File: config.mk
export PLATFORM = sky130hd
export DESIGN_NAME = imm_narrow_unit
export DESIGN_NICKNAME = d
export VERILOG_FILES = /design/src/rtl/imm_narrow_unit.sv
export SDC_FILE = /design/constraint.sdc
export NUM_CORES = 1
export LEC_CHECK = 0
export CAP_MARGIN = 10
export CORE_MARGIN = 5
export CORE_UTILIZATION = 50
export DETAILED_ROUTE_END_ITERATION = 12
export PLACE_DENSITY = 0.79
export SLEW_MARGIN = 25
export SYNTH_ARGS = -nofsm -noshare
export SYNTH_HDL_FRONTEND = slang
export SYNTH_SLANG_ARGS = --single-unit
File: constraint.sdc
create_clock -name clk -period 2.6 [get_ports clk]
set_input_delay 0.39 -clock clk [delete_from_list [all_inputs] [get_ports clk]]
set_output_delay 0.39 -clock clk [all_outputs]
set_load 0.01 [all_outputs]
File: src/rtl/imm_narrow_unit.sv
// Narrows 32-bit words to 16-bit immediates through a 2-entry output FIFO.
// Define IMM_SATURATE_EN to saturate out-of-range words instead of truncating.
//
// state | meaning
// EMPTY | no result buffered, out_valid low
// ONE   | one result buffered (head drives out_imm/out_fits)
// TWO   | buffer full, accepts only while draining
module imm_narrow_unit #(
  parameter int CNT_W = 8
) (
  input  logic             clk,
  input  logic             reset_n,
  input  logic             in_valid,
  output logic             in_ready,
  input  logic [31:0]      in_word,
  input  logic             in_unsigned,
  output logic             out_valid,
  input  logic             out_ready,
  output logic [15:0]      out_imm,
  output logic             out_fits,
  input  logic             cnt_clr,
  output logic [CNT_W-1:0] ovf_count
);

  // Encoding equals the occupancy count.
  typedef enum logic [1:0] {
    EMPTY = 2'd0,
    ONE   = 2'd1,
    TWO   = 2'd2
  } state_t;

  localparam logic [CNT_W-1:0] CNT_MAX = '1;

  state_t      state, state_nxt;
  logic        ready_en;
  logic        wr_ptr, rd_ptr, rd_nxt;
  logic [15:0] mem_imm [2];
  logic        mem_fits [2];
  logic        push, pop, fits;
  logic [15:0] imm_new, head_imm;
  logic        head_fits;

  always_comb begin
    if (in_unsigned)
      fits = (in_word[31:16] == 16'h0000);
    else
      fits = (in_word[31:15] == '0) || (in_word[31:15] == '1);
    imm_new = in_word[15:0];
`ifdef IMM_SATURATE_EN
    if (!fits)
      imm_new = in_unsigned ? 16'hFFFF : (in_word[31] ? 16'h8000 : 16'h7FFF);
`endif
  end

  assign out_valid = (state != EMPTY);
  assign pop       = out_valid & out_ready;
  assign in_ready  = ready_en & ((state != TWO) | pop);
  assign push      = in_valid & in_ready;
  assign rd_nxt    = rd_ptr ^ pop;

  always_comb begin
    state_nxt = state;
    case (state)
      EMPTY:   if (push) state_nxt = ONE;
      ONE: begin
        if (push && !pop)      state_nxt = TWO;
        else if (pop && !push) state_nxt = EMPTY;
      end
      TWO:     if (pop && !push) state_nxt = ONE;
      default: state_nxt = EMPTY;
    endcase
  end

  // The incoming word becomes the head when it lands where the read pointer
  // will point next (empty buffer, or single entry replaced in the same cycle).
  always_comb begin
    if (push && (wr_ptr == rd_nxt)) begin
      head_imm  = imm_new;
      head_fits = fits;
    end else begin
      head_imm  = mem_imm[rd_nxt];
      head_fits = mem_fits[rd_nxt];
    end
  end

  always_ff @(posedge clk or negedge reset_n) begin
    if (!reset_n) begin
      state       <= EMPTY;
      ready_en    <= 1'b0;
      wr_ptr      <= 1'b0;
      rd_ptr      <= 1'b0;
      mem_imm[0]  <= 16'h0000;
      mem_imm[1]  <= 16'h0000;
      mem_fits[0] <= 1'b0;
      mem_fits[1] <= 1'b0;
      out_imm     <= 16'h0000;
      out_fits    <= 1'b0;
      ovf_count   <= '0;
    end else begin
      ready_en <= 1'b1;
      state    <= state_nxt;
      rd_ptr   <= rd_nxt;
      if (push) begin
        mem_imm[wr_ptr]  <= imm_new;
        mem_fits[wr_ptr] <= fits;
        wr_ptr           <= ~wr_ptr;
      end
      if (state_nxt != EMPTY) begin
        out_imm  <= head_imm;
        out_fits <= head_fits;
      end
      if (cnt_clr)
        ovf_count <= '0;
      else if (push && !fits && (ovf_count != CNT_MAX))
        ovf_count <= ovf_count + 1'b1;
    end
  end

endmodule

==> Word-level counts from Yosys, hierarchy flattened <==
Index checks and enable logic that the tools add are counted.
{ "totals": {"word_cells": 67, "output_inout_bits": 27, "ff_bits": 64} }
{ "op_classes": {"eq_ne": 6, "n_reduce_logical": 16, "addsub": 1, "muxes": 22, "order_cmp": 3, "n_bitwise": 8} }
{ "op_table": {"columns": ["operator", "n"], "rows": [
  ["16-bit two-way mux", 5],
  ["32-bit bitwise mux", 1],
  ["17-bit == test (second input constant)", 1],
  ["17-bit logical NOT", 1],
  ["16-bit demux with 1-bit select", 1],
  ["16-bit logical NOT", 1],
  ["8-bit two-way mux", 2],
  ["8-bit by 1-bit adder with 8-bit output (second input constant)", 1],
  ["2-bit two-way mux", 4],
  ["8-bit inequality test (second input constant)", 1],
  ["1-bit logical AND", 6],
  ["1-bit two-way mux", 6],
  ["2-bit one-hot mux with 3 select lines", 1],
  ["2-bit nonzero test", 3],
  ["2-bit greater-or-equal comparator (second input constant)", 2],
  ["1-bit inverter with 2-bit output", 2],
  ["1-bit bitwise AND", 3],
  ["1-bit logical NOT", 3],
  ["2-bit bitwise mux", 1],
  ["2-bit by 1-bit == test with 1-bit output (second input constant)", 1],
  ["2-bit == test (second input constant)", 1],
  ["2-bit logical NOT", 1],
  ["2-bit by 1-bit less-than comparator with 1-bit output (second input constant)", 1],
  ["2-bit inequality test (second input constant)", 1],
  ["other kinds (6)", 6]
]} }

==> Longest topological paths before layout <==
{ "depth": {"depth_word": 11, "mapped_depth": 9, "mapped_depth_nobuf": 7} }

==> Least setup slack after synthesis <==
No wires, ideal clock.
{ "synth_path": {"path_type": "reg-to-reg", "startpoint": "reg state[1]", "endpoint": "reg out_imm[10]", "required_time_ns": 2.477, "setup_slack_ns": 0.611, "period_less_slack_ns": 1.989, "arrival_ns": 1.866, "path_stages_with_launch": 10, "setup_ns": 0.123, "path_cell_list": "dfrtp_1 buf_4 or3b_4 nand3_4 nor2_4 a21oi_4 nand2b_1 buf_4 buf_6 o221a_1"} }
{ "synth_between": {"elab_chain_len": 11, "elab_cells_between_ends": 27, "cone_classes": "eq/ne: 4; mux: 9; bitwise: 6; reduce/logical: 8"} }
{ "synth_rtl": {"columns": ["item", "line_no", "rtl"], "rows": [
  ["start, declared", "34", "state_t state, state_nxt;"],
  ["start signal, assigned", "101", "state <= state_nxt;"],
  ["2-bit nonzero test", "55", "assign out_valid = (state != EMPTY);"],
  ["1-bit bitwise AND", "56", "assign pop = out_valid & out_ready;"],
  ["1-bit bitwise OR", "57", "assign in_ready = ready_en & ((state != TWO) | pop);"],
  ["1-bit bitwise AND", "57", null],
  ["1-bit bitwise AND", "58", "assign push = in_valid & in_ready;"],
  ["1-bit logical NOT", "67, 69", null],
  ["1-bit logical AND", "67, 69", null],
  ["2-bit two-way mux", "67", "else if (pop && !push) state_nxt = EMPTY;"],
  ["2-bit two-way mux", "66", "if (push && !pop) state_nxt = TWO;"],
  ["2-bit one-hot mux with 3 select lines", "63", "case (state)"],
  ["2-bit nonzero test", "108", "if (state_nxt != EMPTY) begin"],
  ["end signal, assigned", "109", "out_imm <= head_imm;"],
  ["end, declared", "19", "output logic [15:0] out_imm,"]
]} }
Several ways; a longest one is shown, not always the timed one. The select of a mux whose other input is x is not followed.
A chain may end at the register's enable or synchronous reset.

==> Worst setup path after layout <==
{ "layout_path": {"startpoint": "reg state[1]", "endpoint": "out in_ready"} }
{ "layout_between": {"elab_chain_len": 4, "elab_cells_between_ends": 5, "cone_classes": "eq/ne: 1; bitwise: 3; reduce/logical: 1"} }
{ "layout_rtl": {"columns": ["item", "line_no", "rtl"], "rows": [
  ["2-bit nonzero test", "55", null],
  ["1-bit bitwise AND", "56", null],
  ["1-bit bitwise OR (*)", "57", null],
  ["1-bit bitwise AND (*)", "57", null],
  ["end, declared", "14", "output logic in_ready,"]
]} }
Mark *: on every way between the ends. The rest lies on a longest branch, timed or not.

==> impl_metrics.yaml <==
status:
  status: "complete, no violations"
yosys:
  avgSynthCellArea_um2: 12.5
  synth_common_cells: "64 x dfrtp_1, 24 x mux2_2, 22 x nand3_1"
  synth_edf_count: 0
  synth_top_area_share_pct: 53.6
  ys_ff_latch: 64
  ys_top_cells_by_area: "dfrtp_1 54%, mux2_2 9.0%, o221a_1 6.4%"
  seq_area_frac_synth_pct: 53.6
  yosys.cell_types.count: 40
  synth_top_cell_by_area: "dfrtp_1"
  synth_most_common_cell: "dfrtp_1"
  synth_flop_cell: "dfrtp_1"
  syn-num-nets: 278
  ys_async_sr_fraction_pct: 100
  syn_area_mm2: 0.00299
  syn_inst: 239
  yosysWarnings: 0
critical_path:
  r2r_slack_ns: 0.55
  crit_type: "flop to output pin"
  cp-endpoint: "in_ready"
  rr_worst_depth: 6
  end_kind: "output pin"
  path_max_fanout: 9
  r2r_end: "ovf_count[7]"
  startpoint: "state[1]"
  worstPathArrival_ns: 1.93
  r2r_start: "state[1]"
  critPathLaunchType: "flop"
  worst_ep_required_time_ns: 2.21
worst_hold_path:
  hold_path.class: "primary input to async pin"
layout:
  diodes: 0
  n_fill_cell: 444
  postLayoutCellArea_mm2: 0.00395
  final_core_util_pct: 67.5
  synthToLayoutAreaGrowth_pct: 32.1
  layout.nets: 352
  final_cells: 392
  drive_above_1_share_pct: 18.6
sta:
  final.min_clock_period_ns: 2.32
  worst_slew_pin_slew_ns: 0.581
  skew_ns: 0.00975
  rsz0062_at_grt: "no"
  fmax_mhz: 432
  finalSetupViolCount: 0
  setup_tns_ns: 0
  hold_viol: 0
  drv_slew: 0
  setup_ws_ns: 0.285
  fin_crit_sh_pct: 89.1
  fin_hold_ws_ns: 0.0483
  slew_headroom_pct: 61.2
clock_tree:
  cts_root_buf: "clkbuf_8"
  clk_path_buf_depth: 2
  postCtsResizedCells: 0
  cts_hold_buf: 0
  clkLatencyLatePin_ns: 0.34
  cts-buffers-inserted: 9
  cts_max_level: 3
  post_cts_buffers: 0
  clk_pin_slew_worst_paths_ns: 0.07
  cts_tree: "built"
  cts.sinks: 64
detailed_routing:
  post-route-drc-count: 0
  via_count: 2238
  drtIter0Drc: 110
  first_pass_iters: 4
  via_per_inst: 5.71
  wl_per_cell_um: 17.3
  drt_wl_total_mm: 6.80
  drtAntennaViolNets: 0
floorplan:
  initial_core_util_pct: 51.0
  die_area_mm2: 0.00762
  die_h_um: 87.3
  die_w_um: 87.3
  rows: 28
  ios: 65
  core-area_mm2: 0.00585
global_route:
  antenna_found_initial: 0
  grt_max_degree: 26
  grt_pass1_vias: 2360
  grt.overflow.total: 0
  grt_first_pass_wirelength_mm: 11.3
  grtUsageTotal_pct: 19.4
power_and_ir_drop:
  power_density_mw_per_mm2: 1030
  finalPower_mw: 4.08
  leakagePower_nw: 1.63
  ir_worst_vdd_mv: 0.545
placement:
  place.gp.congestion: 0.799
  placed_area_mm2: 0.00374
  dp_hpwl_mm: 4.63
  io_buffers: 64
  place_inst: 377
  dp_slack_ns: 0.233
run:
  cap_violations: 0
==> layout by cell type (no fill, tap or decap), types with 3 or more instances in the layout <==
master           netlist  layout
o221a_1               17      17
and2_1                 3       3
clkdlybuf4s50_1        0      63
buf_4                  2      11
nor2_1                10      10
inv_1                  3       3
nor4_1                 4       4
nand2b_1               3       3
mux2_1                 9       9
dfrtp_1               64      64
nand2_1                6       6
o21ai_0                3       3
nand4_1                7       7
mux2i_1               18      18
nand3_1               22      22
mux2_2                24      24
clkbuf_8               0       9
xor2_1                 4       3
a21oi_1                7       7
==> final cells by class <==
type                    instances  area [um^2]  share of cell area (%)
flip-flops and latches         64         1600                    40.6
multi-input cells             160         1320                    33.4
repair buffers                 75          718                    18.2
clock buffers                  11          131                    3.33
well taps                      75         93.8                    2.38
clock inverters                 4         70.1                    1.78
inverters                       3         11.3                   0.285
==> registers in the layout, indices dropped and copies added, names as in the netlist <==
name and flops:
ready_en 1, state 2, out_fits 1, mem_fits 2, mem_imm 32, rd_ptr 1, out_imm 16, wr_ptr 1
ovf_count 8
==> cell families (layout without fill, tap and decap cells) <==
| family | count (synthesis) | in the layout | share of synthesized area, % |
|---|---|---|---|
| other | 1 | 1 | 0.126 |
| adder cells (fa/ha/maj) | 1 | 1 | 0.419 |
| XOR/XNOR | 5 | 5 | 1.47 |
| AND/OR/NAND/NOR | 68 | 68 | 13.4 |
| multiplexers | 51 | 51 | 18.5 |
| AO/OA/AOI/OAI | 34 | 34 | 9.97 |
| flip-flops | 64 | 64 | 53.6 |
| buffers and inverters | 15 | 93 | 2.56 |
==> where the power goes <==
part | internal (mW) | total (mW) | switching [mW] | leakage [nW]
combinational | 0.890 | 1.51 | 0.618 | 0.754
sequential | 1.42 | 1.67 | 0.251 | 0.769
clock | 0.532 | 0.900 | 0.368 | 0.103
==> metal layers <==
layer  vias to the layer above  part of all wire [%]  GRT usage [%]
li1                       1044                     -              -
met1                      1124                    43           23.9
met2                        60                    50           31.6
met3                        10                   6.0           6.53
met4                         0                   1.4           6.69
met5                         -                     0              0
==> worst max-delay path, stage by stage, from the launching register on <==
cell and delay, ns:
dfrtp_1 0.50, or3b_4 0.46, and2_1 0.17, clkdlybuf4s50_1 0.47
==> worst min path at each step <==
| stage | slack, ns | endpoint | startpoint | cells after the start |
|---|---|---|---|---|
| after floorplan | 0.09 | mem_fits[0] | reset_n | 0 |
| after global placement | 0.42 | out_imm[3] | reset_n | 1 |
| after detailed placement | 0.43 | out_imm[1] | reset_n | 1 |
| after CTS | 0.06 | out_imm[1] | reset_n | 1 |
| after global routing | 0.08 | mem_imm[3] | reset_n | 1 |
| final | 0.05 | mem_imm[3] | reset_n | 1 |
(Power assumes the default switching activity.)
